### config.mk
export PLATFORM = sky130hd
export DESIGN_NAME = multdiv_result_latch
export DESIGN_NICKNAME = d
export VERILOG_FILES = /design/src/rtl/multdiv_result_latch_pkg.sv /design/src/rtl/multdiv_result_latch_timeout_counter.sv /design/src/rtl/register.sv /design/src/rtl/multdiv_result_latch.sv
export SDC_FILE = /design/constraint.sdc
export NUM_CORES = 1
export LEC_CHECK = 0
export ABC_AREA = 1
export BUFFER_PORTS_ARGS = -buffer_cell sky130_fd_sc_hd__buf_2
export CAP_MARGIN = 0
export CORE_ASPECT_RATIO = 1.25
export CORE_UTILIZATION = 44
export DETAILED_ROUTE_END_ITERATION = 10
export GPL_ROUTABILITY_DRIVEN = 0
export PLACE_DENSITY = 0.81
export SLEW_MARGIN = 20
export SYNTH_ARGS = -nofsm -noshare
export SYNTH_HDL_FRONTEND = slang
export SYNTH_SLANG_ARGS = --single-unit
### constraint.sdc
create_clock -name clock -period 3.04 [get_ports clock]
set_input_delay 0.152 -clock clock [delete_from_list [all_inputs] [get_ports clock]]
set_output_delay 0.152 -clock clock [all_outputs]
set_load 0.02 [all_outputs]
### src/rtl/multdiv_result_latch_pkg.sv
`default_nettype none
// ============================================================================
//  Module      : multdiv_result_latch_pkg
//  Description : Shared types and widths for the multiply/divide result latch.
//                Holds the tracker state encoding and the register-number and
//                data word widths used by the latch and its sub-blocks.
//  Revision    : 1.0 - initial release
// ============================================================================
package multdiv_result_latch_pkg;

    localparam int REG_W  = 5;
    localparam int WORD_W = 32;

    typedef enum logic [1:0] {
        ST_IDLE = 2'd0,
        ST_BUSY = 2'd1,
        ST_HOLD = 2'd2
    } state_e;

endpackage
`default_nettype wire

### src/rtl/multdiv_result_latch_timeout_counter.sv
`default_nettype none
// ============================================================================
//  Module      : multdiv_timeout_counter
//  Description : Cycle counter for an in-flight multdiv op. Flags the cycle in
//                which the count equals TIMEOUT-1.
//  Ports       : clock_i    - rising-edge clock
//                reset_i    - asynchronous active-high clear
//                clear_i    - restart the count at zero (priority over enable)
//                enable_i   - advance the count by one
//                terminal_o - count has reached TIMEOUT-1
//  Revision    : 1.0 - initial release
// ============================================================================
module multdiv_timeout_counter #(
    parameter int TIMEOUT = 40,
    parameter int CNT_W   = 6
) (
    input  logic clock_i,
    input  logic reset_i,
    input  logic clear_i,
    input  logic enable_i,
    output logic terminal_o
);

    localparam logic [CNT_W-1:0] C_TERMINAL = CNT_W'(TIMEOUT - 1);

    logic [CNT_W-1:0] count_q;
    logic [CNT_W-1:0] count_d;

    always_comb begin
        count_d = count_q;
        if (clear_i) begin
            count_d = '0;
        end else if (enable_i) begin
            count_d = count_q + 1'b1;
        end
    end

    always_ff @(posedge clock_i or posedge reset_i) begin
        if (reset_i) begin
            count_q <= '0;
        end else begin
            count_q <= count_d;
        end
    end

    assign terminal_o = (count_q == C_TERMINAL);

endmodule
`default_nettype wire

### src/rtl/register.sv
`default_nettype none
// ============================================================================
//  Module      : register
//  Description : Generic enabled holding register with asynchronous clear.
//  Ports       : clock_i        - rising-edge clock
//                reset_i        - asynchronous active-high clear
//                write_enable_i - load d_i on the next rising edge
//                d_i / q_o      - data in / held data out
//  Revision    : 1.0 - initial release
// ============================================================================
module register #(
    parameter int WIDTH = 32
) (
    input  logic             clock_i,
    input  logic             reset_i,
    input  logic             write_enable_i,
    input  logic [WIDTH-1:0] d_i,
    output logic [WIDTH-1:0] q_o
);

    always_ff @(posedge clock_i or posedge reset_i) begin
        if (reset_i) begin
            q_o <= '0;
        end else if (write_enable_i) begin
            q_o <= d_i;
        end
    end

endmodule
`default_nettype wire

### src/rtl/multdiv_result_latch.sv
`default_nettype none
// ============================================================================
//  Module      : multdiv_result_latch
//  Description : Tracks one multi-cycle multiply/divide op from issue to
//                writeback. Captures destination and instruction at issue,
//                the result (or a timeout exception) at completion, and holds
//                them until writeback grants a slot. Raises a RAW stall for
//                the in-flight destination.
//  Ports       : clock, reset              - clock / async active-high reset
//                issue, reg_input, ins_input - op launch and its dest / instr
//                result_in, result_ready, exception_in - unit return path
//                rs_check, rt_check        - decode-stage source registers
//                wb_grant                  - writeback accepts wb_* this cycle
//                busy, stall               - tracker busy / RAW hazard
//                wb_valid, wb_data, wb_reg, wb_ins, wb_exception - held result
//  Revision    : 1.0 - initial release
// ============================================================================
module multdiv_result_latch
    import multdiv_result_latch_pkg::*;
#(
    parameter int TIMEOUT = 40,
    parameter int CNT_W   = 6
) (
    input  logic              clock,
    input  logic              reset,
    input  logic              issue,
    input  logic [WORD_W-1:0] reg_input,
    input  logic [WORD_W-1:0] ins_input,
    input  logic [WORD_W-1:0] result_in,
    input  logic              result_ready,
    input  logic              exception_in,
    input  logic [REG_W-1:0]  rs_check,
    input  logic [REG_W-1:0]  rt_check,
    input  logic              wb_grant,
    output logic              busy,
    output logic              stall,
    output logic              wb_valid,
    output logic [WORD_W-1:0] wb_data,
    output logic [REG_W-1:0]  wb_reg,
    output logic [WORD_W-1:0] wb_ins,
    output logic              wb_exception
);

    state_e            state_q;
    logic              cap_op;
    logic              cap_res;
    logic              cnt_tc;
    logic [WORD_W-1:0] data_d;
    logic              exc_d;
    logic              unused_reg_hi;

    // Only the low five bits of the destination are meaningful.
    assign unused_reg_hi = ^reg_input[WORD_W-1:REG_W];

    // A new op is accepted from IDLE, or from HOLD in the same cycle the
    // held result is granted (back-to-back issue).
    assign cap_op  = issue && ((state_q == ST_IDLE) ||
                               ((state_q == ST_HOLD) && wb_grant));

    // Completion: real result, or timeout. A result arriving in the timeout
    // cycle wins, so no exception is forced then.
    assign cap_res = (state_q == ST_BUSY) && (result_ready || cnt_tc);
    assign data_d  = result_ready ? result_in    : '0;
    assign exc_d   = result_ready ? exception_in : 1'b1;

    always_ff @(posedge clock or posedge reset) begin
        if (reset) begin
            state_q <= ST_IDLE;
        end else begin
            case (state_q)
                ST_IDLE: if (issue) state_q <= ST_BUSY;
                ST_BUSY: if (result_ready || cnt_tc) state_q <= ST_HOLD;
                ST_HOLD: if (wb_grant) state_q <= issue ? ST_BUSY : ST_IDLE;
                default: state_q <= ST_IDLE;
            endcase
        end
    end

    multdiv_timeout_counter #(
        .TIMEOUT (TIMEOUT),
        .CNT_W   (CNT_W)
    ) u_timeout (
        .clock_i    (clock),
        .reset_i    (reset),
        .clear_i    (cap_op),
        .enable_i   (state_q == ST_BUSY),
        .terminal_o (cnt_tc)
    );

    register #(.WIDTH(REG_W)) u_reg_dest (
        .clock_i        (clock),
        .reset_i        (reset),
        .write_enable_i (cap_op),
        .d_i            (reg_input[REG_W-1:0]),
        .q_o            (wb_reg)
    );

    register #(.WIDTH(WORD_W)) u_reg_ins (
        .clock_i        (clock),
        .reset_i        (reset),
        .write_enable_i (cap_op),
        .d_i            (ins_input),
        .q_o            (wb_ins)
    );

    register #(.WIDTH(WORD_W)) u_reg_data (
        .clock_i        (clock),
        .reset_i        (reset),
        .write_enable_i (cap_res),
        .d_i            (data_d),
        .q_o            (wb_data)
    );

    register #(.WIDTH(1)) u_reg_exc (
        .clock_i        (clock),
        .reset_i        (reset),
        .write_enable_i (cap_res),
        .d_i            (exc_d),
        .q_o            (wb_exception)
    );

    assign busy     = (state_q != ST_IDLE);
    assign wb_valid = (state_q == ST_HOLD);

    // r0 never stalls. Once writeback grants the held result it forwards the
    // value itself, so decode need not wait in that cycle.
    always_comb begin
        stall = 1'b0;
        if ((state_q != ST_IDLE) && (wb_reg != '0) &&
            ((rs_check == wb_reg) || (rt_check == wb_reg))) begin
            stall = 1'b1;
        end
        if ((state_q == ST_HOLD) && wb_grant) begin
            stall = 1'b0;
        end
    end

endmodule
`default_nettype wire

== After elaboration in Yosys (flattened, before gate mapping) ==
Index checks and enable logic that the tools add are counted.
Word-level totals
  bits in registers: 78
  input bits: 112
  output and inout port bits: 73
  word-level logic and storage cells: 39
Operators by class
  $add $sub $neg: 1
  equality and inequality tests: 8
  mux-type cells: 11
  reductions and logical operators: 13
Operator list (number)
  32-bit two-way mux: 1
  6-bit two-way mux: 2
  5-bit == test: 2
  6-bit by 1-bit adder with 6-bit output (second input constant): 1
  6-bit == test (second input constant): 1
  2-bit two-way mux: 3
  2-bit != test (second input constant): 3
  2-bit one-hot mux with 3 select lines: 1
  1-bit logical AND: 5
  5-bit nonzero test: 1
  1-bit two-way mux: 4
  2-bit nonzero test: 2
  1-bit logical OR: 3
  3-bit AND reduction: 1
  2-bit by 1-bit == test with 1-bit output (second input constant): 1
  2-bit == test (second input constant): 1
  2-bit logical NOT: 1

== Depth between registers and ports, before layout ==
Gate-level depths: netlist of run 1.
  word-level depth: 5
  gate-level depth with buffers: 7
  gate-level depth less buffers: 6

== Modules after synthesis ==
Synthesis of run 1 repeated with hierarchy kept, for this count alone.
Unflattened totals
  cell total of the unflattened synthesis: 473
  area total of the unflattened synthesis: 3724.8 um^2
By module, submodules not included
  register at u_reg_data ...: times used 2, cells each 137, area an instance 1296.2 um^2, sequential area each 800.8 um^2
  multdiv_result_latch: times used 1, cells each 133, area an instance 578.1 um^2, sequential area each 50.0 um^2
  multdiv_timeout_counter: times used 1, cells each 38, area an instance 321.6 um^2, sequential area each 150.1 um^2
  register at u_reg_dest: times used 1, cells each 22, area an instance 188.9 um^2, sequential area each 125.1 um^2
  register at u_reg_exc: times used 1, cells each 6, area an instance 43.8 um^2, sequential area each 25.0 um^2

== Least setup slack after synthesis of run 1 ==
No wires, ideal clock.
  kind: register to output
  from: reg u_reg_dest.q_o[4]
  to: out stall
  arrival: 1205 ps
  data required time: 2888 ps
  path slack: 1683 ps
  cell stages (with the launch flop): 7
  path buffers: 0
  path through: dfrtp_1 > inv_1 > nand2_1 > nand2_1 > nor2_1 > nand3_1 > a21oi_1
On the way
  cells in the longest elaborated chain, start to end: 5
  elaborated cells on any way between the ends: 8
  classes of those cells: 2 x eq/ne; 2 x mux; 4 x reduce/logical
RTL lines
  start, declared: line register.sv:18  | output logic [WIDTH-1:0] q_o
  start signal, assigned: line register.sv:25  | q_o <= d_i;
  5-bit == test or 5-bit nonzero test (tied branches): line multdiv_result_latch.sv:130, multdiv_result_latch.sv:129
  1-bit logical OR or 1-bit logical AND (tied branches): line multdiv_result_latch.sv:130, multdiv_result_latch.sv:129
  1-bit logical AND (*): line multdiv_result_latch.sv:129  | if ((state_q != ST_IDLE) && (wb_reg != '0) &&
  1-bit two-way mux (*): line multdiv_result_latch.sv:129
  1-bit two-way mux (*): line multdiv_result_latch.sv:133  | if ((state_q == ST_HOLD) && wb_grant) begin
  end, declared: line multdiv_result_latch.sv:36  | output logic stall,
Every way passes the cells marked *; elsewhere a longest branch is shown, timed or not.

== Worst setup path after layout of run 1 ==
  from: reg u_reg_dest.q_o[3]
  to: out stall
The elaborated chain is that of the path after synthesis.

==> impl_summary.txt, run 1 <==
----------------------------------------------------
[Timing]
  Worst slew margin relative to its limit ... 42.4%
  Fin crit period ... 1600 ps
  Final setup viols ... 0
  Transition time of the tightest slew-check pin ... 864 ps
  Setup_tns ... 0 ps
  Final Max Tran Viols ... 0
  Number of hold-slack violations in the final timing report ... 0
  Clock tree skew after final layout ... 10.7 ps
  RSZ-0062 raised after global routing ... no
  Fmax ... 625 MHz
  Part of the cycle the worst path needs ... 52.7%

[Power]
  Maximum vdd ir drop ... 0.603 mV
  Switch Pwr ... 2000 uW
  Areal power density over the cells ... 989 nW/um^2
  Pwr Total ... 4560 uW
  Switch share ... 43.8%
  Register share of total power ... 38.8%
  Portion of total power attributed to combinational logic ... 44.5%
  LEAKAGE ... 0.00270 uW
  Cell-internal power ... 2570 uW
  Clock share of power ... 16.8%

[Route]
  Total detailed-routing wirelength ... 8.56 mm
  Met3 wire length ... 369 um
  Top routing layer in use ... met4
  Post-route DRC ... 0
  Met1 layer wirelength in the final routing ... 3.30 mm
  Via count ... 3235
  Wire per inst ... 12.7 um
  Vias per inst ... 4.80
  First-pass iteration count of the detailed router ... 4
  Routed length on met2 ... 4.51 mm
  Count of antenna-violating nets left after detailed routing ... 0
  First-iteration detailed-routing DRC count ... 158

[Yosys]
  Net count after synthesis ... 511
  Flip-flop and latch count after synthesis ... 78
  Count of distinct cell types in the synthesized netlist ... 25
  Number of warnings issued by yosys ... 0
  Post-synthesis cell area ... 3360 sq um
  Number of instances in the synthesized netlist ... 398
  Post-synthesis average cell area ... 8.45 sq um
  Post-synthesis sequential area ratio ... 58.0%

[Clocking]
  CTS tree ... done
  Max Root-Sink Buffers ... 2
  Clock root buffer ... sky130_fd_sc_hd__clkbuf_8
  H-tree levels ... 3
  Sink count of the clock tree ... 78
  CTS Buf Count ... 9
  Number of setup buffers added after CTS ... 0
  Insertion delay to the later sink of the worst-skew pair ... 330 ps
  CTS clock-pin slew for the worst setup and hold paths ... 90 ps

[Critical path]
  Worst-path cell chain ... inv_1, nand2_1, nand2_1, nor2_1, nand3_1, a21oi_1, buf_2
  Crit path kind ... reg -> out
  R2R setup slack ... 1520 ps
  Nature of the critical path endpoint ... output pin
  Critical-path maximum fanout ... 4
  Worst R2R Path Depth ... 6
  Max stage delay on crit path ... 390 ps
  CP arrival ... 1450 ps
  Endpoint required time on the critical path ... 2890 ps
  Worst Setup SP ... u_reg_dest.q_o[3]
  Slowest library cell on the worst path ... sky130_fd_sc_hd__dfrtp_1
  Destination of the critical timing path ... stall
  Critical Path Start Type ... register
  Critical R2R Launch ... state_q[0]
  Worst reg2reg endpoint ... u_reg_data.q_o[25]
  Most used cell along the critical path ... sky130_fd_sc_hd__nand2_1

[Hold path]
  Min-delay worst type ... in -> reg

[Finish]
  Number of standard cells in the layout, taps in and fillers out ... 674
  Number of antenna repair diodes ... 0
  Final core utilization ... 62.4%
  Share of cells above drive strength 1 ... 31.6%
  Final layout net count ... 690
  Fillers ... 622
  Growth of design area from synthesis to finish ... 37.2%
  Area of all sequential standard cells ... 1950 sq um
  Multi-input gate area in the final layout ... 1180 sq um

[GRT]
  Number of antenna violations at the first check in global routing ... 0
  Overall track demand over capacity in global routing ... 22.6%
  Overflow left after global routing ... 0
  Wire length of the first global-routing pass ... 13.8 mm
  Number of global-route vias before repair ... 3058
  Largest net degree at the start of global routing ... 53

[Die]
  Core area ... 7400 sq um
  I/O Pins ... 185
  Initial cell density of the core ... 45.5%
  Area of the die ... 8000 sq um
  Chip width ... 80.2 um
  Cell Rows ... 35
  Overall die height ... 99.8 um

[Run status]
  Run status ... finished clean

[Run]
  Max-cap violations ... 0

[Placed design]
  HPWL Detailed ... 5.45 mm
  Number of I/O port buffers ... 157
  Total instance count after detailed placement ... 631

----------------------------------------------------
[cells by family after synthesis]
kind of cell	synth area share [%]
buf+inv	6.99
fa+ha+maj	0.372
flops	58.0
xor+xnor	0.781
simple gates	30.9
compound gates	2.90
[metrics by stage]
step / hold slack (ps) / area, sq um / setup slack (ps)
2_1_floorplan: 262 / 3360 / 893
3_3_place_gp: 344 / 4140 / 1540
3_5_place_dp: 351 / 4140 / 1510
4_1_cts: 0.716 / 4600 / 1430
5_1_grt: 0.488 / 4610 / 1330
6_report: 17.6 / 4610 / 1440
[routing by layer]
layer  GRT usage (%)  up-vias
met1            25.3     1488
met5               0        -
met4            13.5        0
met3            3.67       37
li1                -     1582
met2            39.9      128
[cell usage in the layout (no fill, tap or decap), drive strengths merged]
cell type,count
nor3,2
clkinv,3
inv,23
dfrtp,78
dlygate4sd3,27
nand2,206
buf,160
bufinv,1
xnor2,2
nand4,1
o21bai,1
a21oi,6
nor2,11
nand3,37
ha,1
xor2,1
o21ai,9
clkbuf,11
clkinvlp,2
[cell usage after synthesis]
cell type,number,area share [%]
sky130_fd_sc_hd__nand3_1,36,5.4
sky130_fd_sc_hd__buf_2,7,1.0
sky130_fd_sc_hd__o21ai_1,6,0.89
sky130_fd_sc_hd__nor3_1,1,0.15
sky130_fd_sc_hd__buf_6,5,1.7
sky130_fd_sc_hd__dfrtp_1,78,58
sky130_fd_sc_hd__inv_2,2,0.22
sky130_fd_sc_hd__a21oi_1,5,0.74
sky130_fd_sc_hd__o21ai_0,3,0.45
sky130_fd_sc_hd__nand3_2,1,0.30
sky130_fd_sc_hd__nand2_4,1,0.33
sky130_fd_sc_hd__buf_4,2,0.45
sky130_fd_sc_hd__ha_1,1,0.37
sky130_fd_sc_hd__nor2_4,1,0.33
sky130_fd_sc_hd__inv_1,22,2.5
sky130_fd_sc_hd__nand4_1,1,0.19
sky130_fd_sc_hd__a21oi_2,1,0.26
sky130_fd_sc_hd__xor2_1,1,0.26
sky130_fd_sc_hd__nor2_1,10,1.1
sky130_fd_sc_hd__nand2_1,205,23
sky130_fd_sc_hd__o21bai_4,1,0.56
sky130_fd_sc_hd__clkbuf_1,3,0.33
sky130_fd_sc_hd__xnor2_1,2,0.52
sky130_fd_sc_hd__nor3_2,1,0.30
sky130_fd_sc_hd__clkbuf_8,2,0.82
[registers in the layout, indices dropped and copies added, names as in the netlist]
signal and count:
state_q 2, u_reg_data.q_o 32, u_reg_dest.q_o 5, u_reg_exc.q_o 1, u_reg_ins.q_o 32, u_timeout.count_q 6
[power groups by stage]
stage          combinational (uW)  sequential [uW]  clock, uW
6_report                     2030             1770        766
4_1_cts                      2030             1770        799
3_3_place_gp                 1950             1760          0
2_1_floorplan                 802             2320          0
5_1_grt                      2240             1830        847
3_5_place_dp                 2000             1780          0
[cell type report]
cell class                 instances  area share (%)
tap                               92            2.49
clock buffer                      11            3.06
inverter                          24            1.98
multi-input combinational        277            25.5
clock inverter                     5            1.27
sequential                        78            42.3
timing repair buffer             187            23.4
[timing repair]
item,CTS,global route
resized for setup,0,0
hold buffers,26,1
hold endpoints to repair,69,1
[worst min-delay path by stage]
stage	cells after the start	end	start	slack (ps)
2_1_floorplan	2	u_reg_ins.q_o[0]	ins_input[0]	260
4_1_cts	3	u_reg_ins.q_o[25]	ins_input[25]	0.7
6_report	3	u_reg_ins.q_o[28]	ins_input[28]	20
5_1_grt	3	u_reg_ins.q_o[28]	ins_input[28]	0.5
3_3_place_gp	3	u_reg_ins.q_o[5]	ins_input[5]	340
3_5_place_dp	3	u_reg_ins.q_o[27]	ins_input[27]	350
[worst max-delay path: cells and delay by family, from the launching register on]
kind | cells | cell delay (ps)
compound gates | 1 | 130
buf+inv | 2 | 280
flops | 1 | 390
simple gates | 4 | 320
Note: power is estimated with default switching activity, not from simulation.
==> run 2: changes to the inputs <==
==> constraint.sdc (replaced) <==
create_clock -name clock -period 1.7 [get_ports clock]
set_input_delay 0.085 -clock clock [delete_from_list [all_inputs] [get_ports clock]]
set_output_delay 0.085 -clock clock [all_outputs]
set_load 0.02 [all_outputs]
==> run 2 against run 1 <==
Against the previous run:
- register-to-register slack got worse by 1200 ps
- global-route usage rose by 0.93 points
- setup slack got worse by 1300 ps
- via count rose by 4.5%
- worst hold slack barely moved
- combinational power rose by 85%
- sequential share of layout area fell by 3.8 points
- critical endpoint unchanged
- largest power group unchanged
- highest routed layer unchanged
==> impl_summary.txt, run 2 (synthesis results as in run 1) <==
----------------------------------------------------
[Run status]
  Run status ... finished clean

[Finish]
  Largest registers ... u_reg_data.q_o: 32 flops, u_reg_ins.q_o: 32 flops, u_timeout.count_q: 6 flops
  Most common cell after layout, fill and taps aside ... sky130_fd_sc_hd__nand2_1
  Number of antenna repair diodes ... 0
  Number of standard cells in the layout, taps in and fillers out ... 718
  Top library cells by usage in the layout, fill and taps aside ... sky130_fd_sc_hd__nand2_1 (205), sky130_fd_sc_hd__buf_2 (157), sky130_fd_sc_hd__dfrtp_1 (78), sky130_fd_sc_hd__dlygate4sd3_1 (67), sky130_fd_sc_hd__nand3_1 (36)
  Share of cells above drive strength 1 ... 30.0%
  Growth of design area from synthesis to finish ... 50.8%
  Final layout net count ... 734

[GRT]
  Wire length of the first global-routing pass ... 14.6 mm
  Number of antenna violations at the first check in global routing ... 0
  Number of global-route vias before repair ... 3295
  Overall track demand over capacity in global routing ... 23.5%
  Largest net degree at the start of global routing ... 79
  Overflow left after global routing ... 0

[Critical path]
  Worst R2R Path Depth ... 6
  Worst-path cell chain ... inv_1, nand2_1, nand2_1, nor2_1, nand3_1, a21oi_1, buf_2
  Nature of the critical path endpoint ... output pin
  Critical-path maximum fanout ... 5
  Critical Path Start Type ... register
  Max stage delay on crit path ... 420 ps
  R2R setup slack ... 280 ps
  Most used cell along the critical path ... sky130_fd_sc_hd__nand2_1
  Slowest library cell on the worst path ... sky130_fd_sc_hd__dfrtp_1
  CP arrival ... 1450 ps
  Endpoint required time on the critical path ... 1620 ps
  Crit path kind ... reg -> out

[Hold path]
  Min-delay worst type ... in -> reg
  Hold Path Depth ... 3

[Power]
  Switch share ... 43.4%
  LEAKAGE ... 0.00289 uW
  Register share of total power ... 38.3%
  Cell-internal power ... 4700 uW
  Switch Pwr ... 3600 uW
  Clock share of power ... 16.3%
  Pwr Total ... 8300 uW
  Maximum vdd ir drop ... 0.930 mV
  Areal power density over the cells ... 1640 nW/um^2
  Portion of total power attributed to combinational logic ... 45.4%

[Timing]
  Number of hold-slack violations in the final timing report ... 0
  WHS ... 17.2 ps
  Setup_tns ... 0 ps
  Worst slew margin relative to its limit ... 74.0%
  Part of the cycle the worst path needs ... 90.1%
  RSZ-0062 raised after global routing ... no
  Clock tree skew after final layout ... 9.17 ps
  Transition time of the tightest slew-check pin ... 389 ps
  Fin crit period ... 1530 ps
  Final setup viols ... 0
  Final Max Tran Viols ... 0
  Fmax ... 653 MHz

[Route]
  First-pass iteration count of the detailed router ... 6
  First-iteration detailed-routing DRC count ... 115
  Via count ... 3379
  Wire per inst ... 12.7 um
  Top routing layer in use ... met4
  Met3 wire length ... 331 um
  Met1 layer wirelength in the final routing ... 3.63 mm
  Routed length on met2 ... 4.74 mm
  Vias per inst ... 4.71
  Count of antenna-violating nets left after detailed routing ... 0
  Total detailed-routing wirelength ... 9.09 mm
  Post-route DRC ... 0

[Die]
  Core area ... 7400 sq um
  Overall die height ... 99.8 um
  Chip width ... 80.2 um
  Cell Rows ... 35
  Initial cell density of the core ... 45.5%
  I/O Pins ... 185
  Area of the die ... 8000 sq um

[Placed design]
  Total instance count after detailed placement ... 635
  Number of I/O port buffers ... 157
  HPWL Detailed ... 5.48 mm

[Clocking]
  CTS Buf Count ... 9
  CTS tree ... done
  Sink count of the clock tree ... 78
  H-tree levels ... 3
  Insertion delay to the later sink of the worst-skew pair ... 330 ps
  Clock root buffer ... sky130_fd_sc_hd__clkbuf_8
  Number of setup buffers added after CTS ... 0
  Max Root-Sink Buffers ... 2
  CTS clock-pin slew for the worst setup and hold paths ... 70 ps

[Run]
  Max-cap violations ... 0

----------------------------------------------------
==> run 2: changes by cell type in the layout (fill, tap and decap cells not counted) <==
cell,previous run,this run
sky130_fd_sc_hd__buf_12,0,2
sky130_fd_sc_hd__buf_4,3,5
sky130_fd_sc_hd__clkinv_2,2,1
sky130_fd_sc_hd__clkinvlp_4,2,3
sky130_fd_sc_hd__dlygate4sd3_1,27,67
==> run 2: power by group through the flow <==
stage	Sequential, uW	Clock, uW	Combinational [uW]
after floorplan	4160	0	1430
after global placement	3130	0	3540
after detailed placement	3170	0	3630
after CTS	3150	1410	3750
after global routing	3270	1490	4130
final	3180	1360	3760
==> run 2: what timing repair did <==
item | in CTS | in global routing
hold endpoints to repair | 143 | 1
resized for setup | 0 | 0
hold buffers | 66 | 1
==> run 2: routing by layer <==
metal	global-route usage, %	vias to the layer above
li1	-	1663
met1	27.0	1566
met2	41.2	114
met3	3.94	36
met4	13.2	0
met5	0	-
==> run 2: through the flow <==
stage / utilization (%) / instance area [sq um] / setup WS, ps
4_1_cts: 68.4 / 5060 / 152
5_1_grt: 68.5 / 5070 / 50.0
2_1_floorplan: - / 3370 / 410
6_report: 68.5 / 5070 / 169
3_3_place_gp: 56.8 / 4200 / 350
3_5_place_dp: 56.8 / 4200 / 298
==> run 2: final cells by class <==
class,count,area (sq um)
Clock buffer,11,141
Clock inverter,5,58.8
Fill cell,567,2330
Inverter,24,93.8
Tap cell,92,115
Timing Repair Buffer,231,1530
Multi-Input combinational cell,277,1180
Sequential cell,78,1950
==> run 2: worst max-delay path: cells and delay by family (launching register included) <==
| family | cells | cell delay [ps] |
|---|---|---|
| buf+inv | 2 | 260 |
| simple gates | 4 | 310 |
| flops | 1 | 420 |
| compound gates | 1 | 140 |
==> run 2: path summary, 6_finish.rpt <==
path	startpoint	end
max	u_reg_dest.q_o[4]	stall
max reg2reg	u_timeout.count_q[0]	u_reg_data.q_o[23]
max in group asynchronous	reset	u_reg_dest.q_o[4]
min	result_in[22]	u_reg_data.q_o[22]
min reg2reg	u_reg_data.q_o[11]	u_reg_data.q_o[11]
min in group asynchronous	reset	u_reg_ins.q_o[6]
==> run 3: changes to the inputs <==
--- a/config.mk
+++ b/config.mk
@@ -12,6 +12,7 @@
 export CORE_UTILIZATION = 44
 export DETAILED_ROUTE_END_ITERATION = 10
 export GPL_ROUTABILITY_DRIVEN = 0
+export GPL_TIMING_DRIVEN = 0
 export PLACE_DENSITY = 0.81
 export SLEW_MARGIN = 20
 export SYNTH_ARGS = -nofsm -noshare
==> run 3 against run 2 <==
Against the previous run:
- setup slack got worse by 11 ps
- clock power increased by 12%
- fmax shrank 0.73%
- final cell count rose by 2.2%
- non-clock buffer count rose by 17
- wire length is 10% higher
- combinational power rose by 5%
- worst hold slack gained 6.4 ps
- critical path depth unchanged
- sequential share of layout area decreased by 1.2 points
- core utilization increased by 2.2 points
- clock skew up 2.6 ps
- critical path type unchanged
- largest power group unchanged
==> impl_summary.txt, run 3 (synthesis results as in run 1) <==
----------------------------------------------------
[Critical path]
  Endpoint required time on the critical path ... 1620 ps
  CP arrival ... 1460 ps
  Nature of the critical path endpoint ... output pin
  Critical Path Start Type ... register
  Worst R2R Path Depth ... 7
  Most used cell along the critical path ... sky130_fd_sc_hd__nand2_1
  Max stage delay on crit path ... 390 ps
  Critical-path maximum fanout ... 4
  Crit path kind ... reg -> out
  R2R setup slack ... 350 ps
  Slowest library cell on the worst path ... sky130_fd_sc_hd__dfrtp_1
  Worst-path cell chain ... inv_1, nand2_1, nand2_1, nor2_1, nand3_1, a21oi_1, buf_2
  Worst reg2reg endpoint ... u_reg_data.q_o[21]
  Critical R2R Launch ... u_timeout.count_q[0]

[Run]
  Max-cap violations ... 0

[Timing]
  Number of hold-slack violations in the final timing report ... 0
  Final WS setup ... 157 ps
  Setup_tns ... 0 ps
  Clock tree skew after final layout ... 11.8 ps
  Fin crit period ... 1540 ps
  RSZ-0062 raised after global routing ... no
  Fmax ... 648 MHz
  Final Max Tran Viols ... 0
  Worst slew margin relative to its limit ... 69.8%
  WHS ... 23.6 ps
  Final setup viols ... 0
  Transition time of the tightest slew-check pin ... 453 ps
  Part of the cycle the worst path needs ... 90.7%

[Placed design]
  HPWL Detailed ... 6.24 mm
  Post-placement setup slack ... 363 ps
  Total instance count after detailed placement ... 648
  Number of I/O port buffers ... 156

[Route]
  Count of antenna-violating nets left after detailed routing ... 0
  Total detailed-routing wirelength ... 10.0 mm
  Vias per inst ... 4.85
  Post-route DRC ... 0
  First-iteration detailed-routing DRC count ... 163
  First-pass iteration count of the detailed router ... 4
  Via count ... 3558
  Wire per inst ... 13.6 um

[Run status]
  Run status ... finished clean

[Clocking]
  CTS tree ... done
  Insertion delay to the later sink of the worst-skew pair ... 330 ps
  CTS Buf Count ... 9
  Max Root-Sink Buffers ... 2
  H-tree levels ... 3
  CTS clock-pin slew for the worst setup and hold paths ... 80 ps
  Clock root buffer ... sky130_fd_sc_hd__clkbuf_8
  Number of setup buffers added after CTS ... 0
  Sink count of the clock tree ... 78

[Hold path]
  Endpoint, Worst Hold ... u_reg_data.q_o[31]
  Hold path startpoint ... result_in[31]
  Hold Path Depth ... 3
  Min-delay worst type ... in -> reg

[Finish]
  Final core utilization ... 70.8%
  Fillers ... 549
  Growth of design area from synthesis to finish ... 55.7%
  Top library cells by usage in the layout, fill and taps aside ... sky130_fd_sc_hd__nand2_1 (205), sky130_fd_sc_hd__buf_2 (163), sky130_fd_sc_hd__dfrtp_1 (78), sky130_fd_sc_hd__dlygate4sd3_1 (71), sky130_fd_sc_hd__nand3_1 (36)
  Number of standard cells in the layout, taps in and fillers out ... 734
  Final layout net count ... 751
  Number of antenna repair diodes ... 0
  Largest registers ... u_reg_data.q_o: 32 flops, u_reg_ins.q_o: 32 flops, u_timeout.count_q: 6 flops
  Share of cells above drive strength 1 ... 30.7%
  Most common cell after layout, fill and taps aside ... sky130_fd_sc_hd__nand2_1

[GRT]
  Largest net degree at the start of global routing ... 36
  Number of global-route vias before repair ... 3666
  Overall track demand over capacity in global routing ... 26.2%
  Overflow left after global routing ... 0
  Number of antenna violations at the first check in global routing ... 0
  Wire length of the first global-routing pass ... 15.9 mm

[Die]
  Overall die height ... 99.8 um
  Core area ... 7400 sq um
  Chip width ... 80.2 um
  Cell Rows ... 35
  Initial cell density of the core ... 45.5%
  Area of the die ... 8000 sq um
  I/O Pins ... 185

[Power]
  Areal power density over the cells ... 1650 nW/um^2
  Maximum vdd ir drop ... 0.999 mV
  LEAKAGE ... 0.00298 uW

----------------------------------------------------
==> run 3: cell count changes in the layout (fill, tap and decap cells not counted), sizes merged <==
cell         previous run  this run
clkinvlp                3         2
clkbuf                 11        17
buf                   164       172
dlygate4sd3            67        71
clkinv                  2         0
bufinv                  1         2
==> run 3: cell type report <==
cell class	count	area (sq um)	area share, %
Sequential cell	78	1950	37.3
Timing Repair Buffer	229	1530	29.2
Multi-Input combinational cell	277	1180	22.5
Clock buffer	12	155	2.96
Buffer	19	145	2.77
Tap cell	92	115	2.20
Inverter	24	93.8	1.79
Clock inverter	3	67.6	1.29
==> run 3: timing repair <==
action | CTS | global route
resized for setup | 0 | 0
hold buffers | 71 | 0
hold endpoints to repair | 84 | 0
==> run 3: how the worst max path moves through the flow <==
stage                               from            endpoint  slack (ps)  cells past startpoint
CTS                    u_reg_dest.q_o[3]               stall         160                      7
global route           u_reg_dest.q_o[2]               stall          30                      7
detailed placement  u_timeout.count_q[0]  u_reg_data.q_o[21]         360                      7
global placement                   reset  u_reg_data.q_o[27]         210                      2
finish                 u_reg_dest.q_o[3]               stall         160                      7
floorplan              u_reg_dest.q_o[4]               stall         410                      6
==> run 3: critical path: cells and delay by family, from the launching register on <==
kind,cells,cell delay [ps]
buffers and inverters,2,280
and+or+nand+nor,4,330
AOI/OAI and AO/OA,1,130
DFF,1,390
==> run 3: metrics by stage <==
step / power [uW] / area (sq um)
2_1_floorplan: 5590 / 3370
3_3_place_gp: 6800 / 4260
3_5_place_dp: 6950 / 4300
4_1_cts: 8630 / 5240
5_1_grt: 9200 / 5240
6_report: 8640 / 5240
==> run 3: report_power, final <==
part           internal [uW]  total, uW  leakage [uW]  switching, uW
clock network            901       1530      0.000109            626
logic                   1390       3930       0.00191           2540
registers               2690       3190      0.000971            505
total                   4980       8640       0.00298           3670
==> run 3: routing by layer <==
metal	GRT usage, %	routed length, um
met3	4.59	337
met2	48.8	5510
met4	16.2	332
met1	26.3	3830
met5	0	0
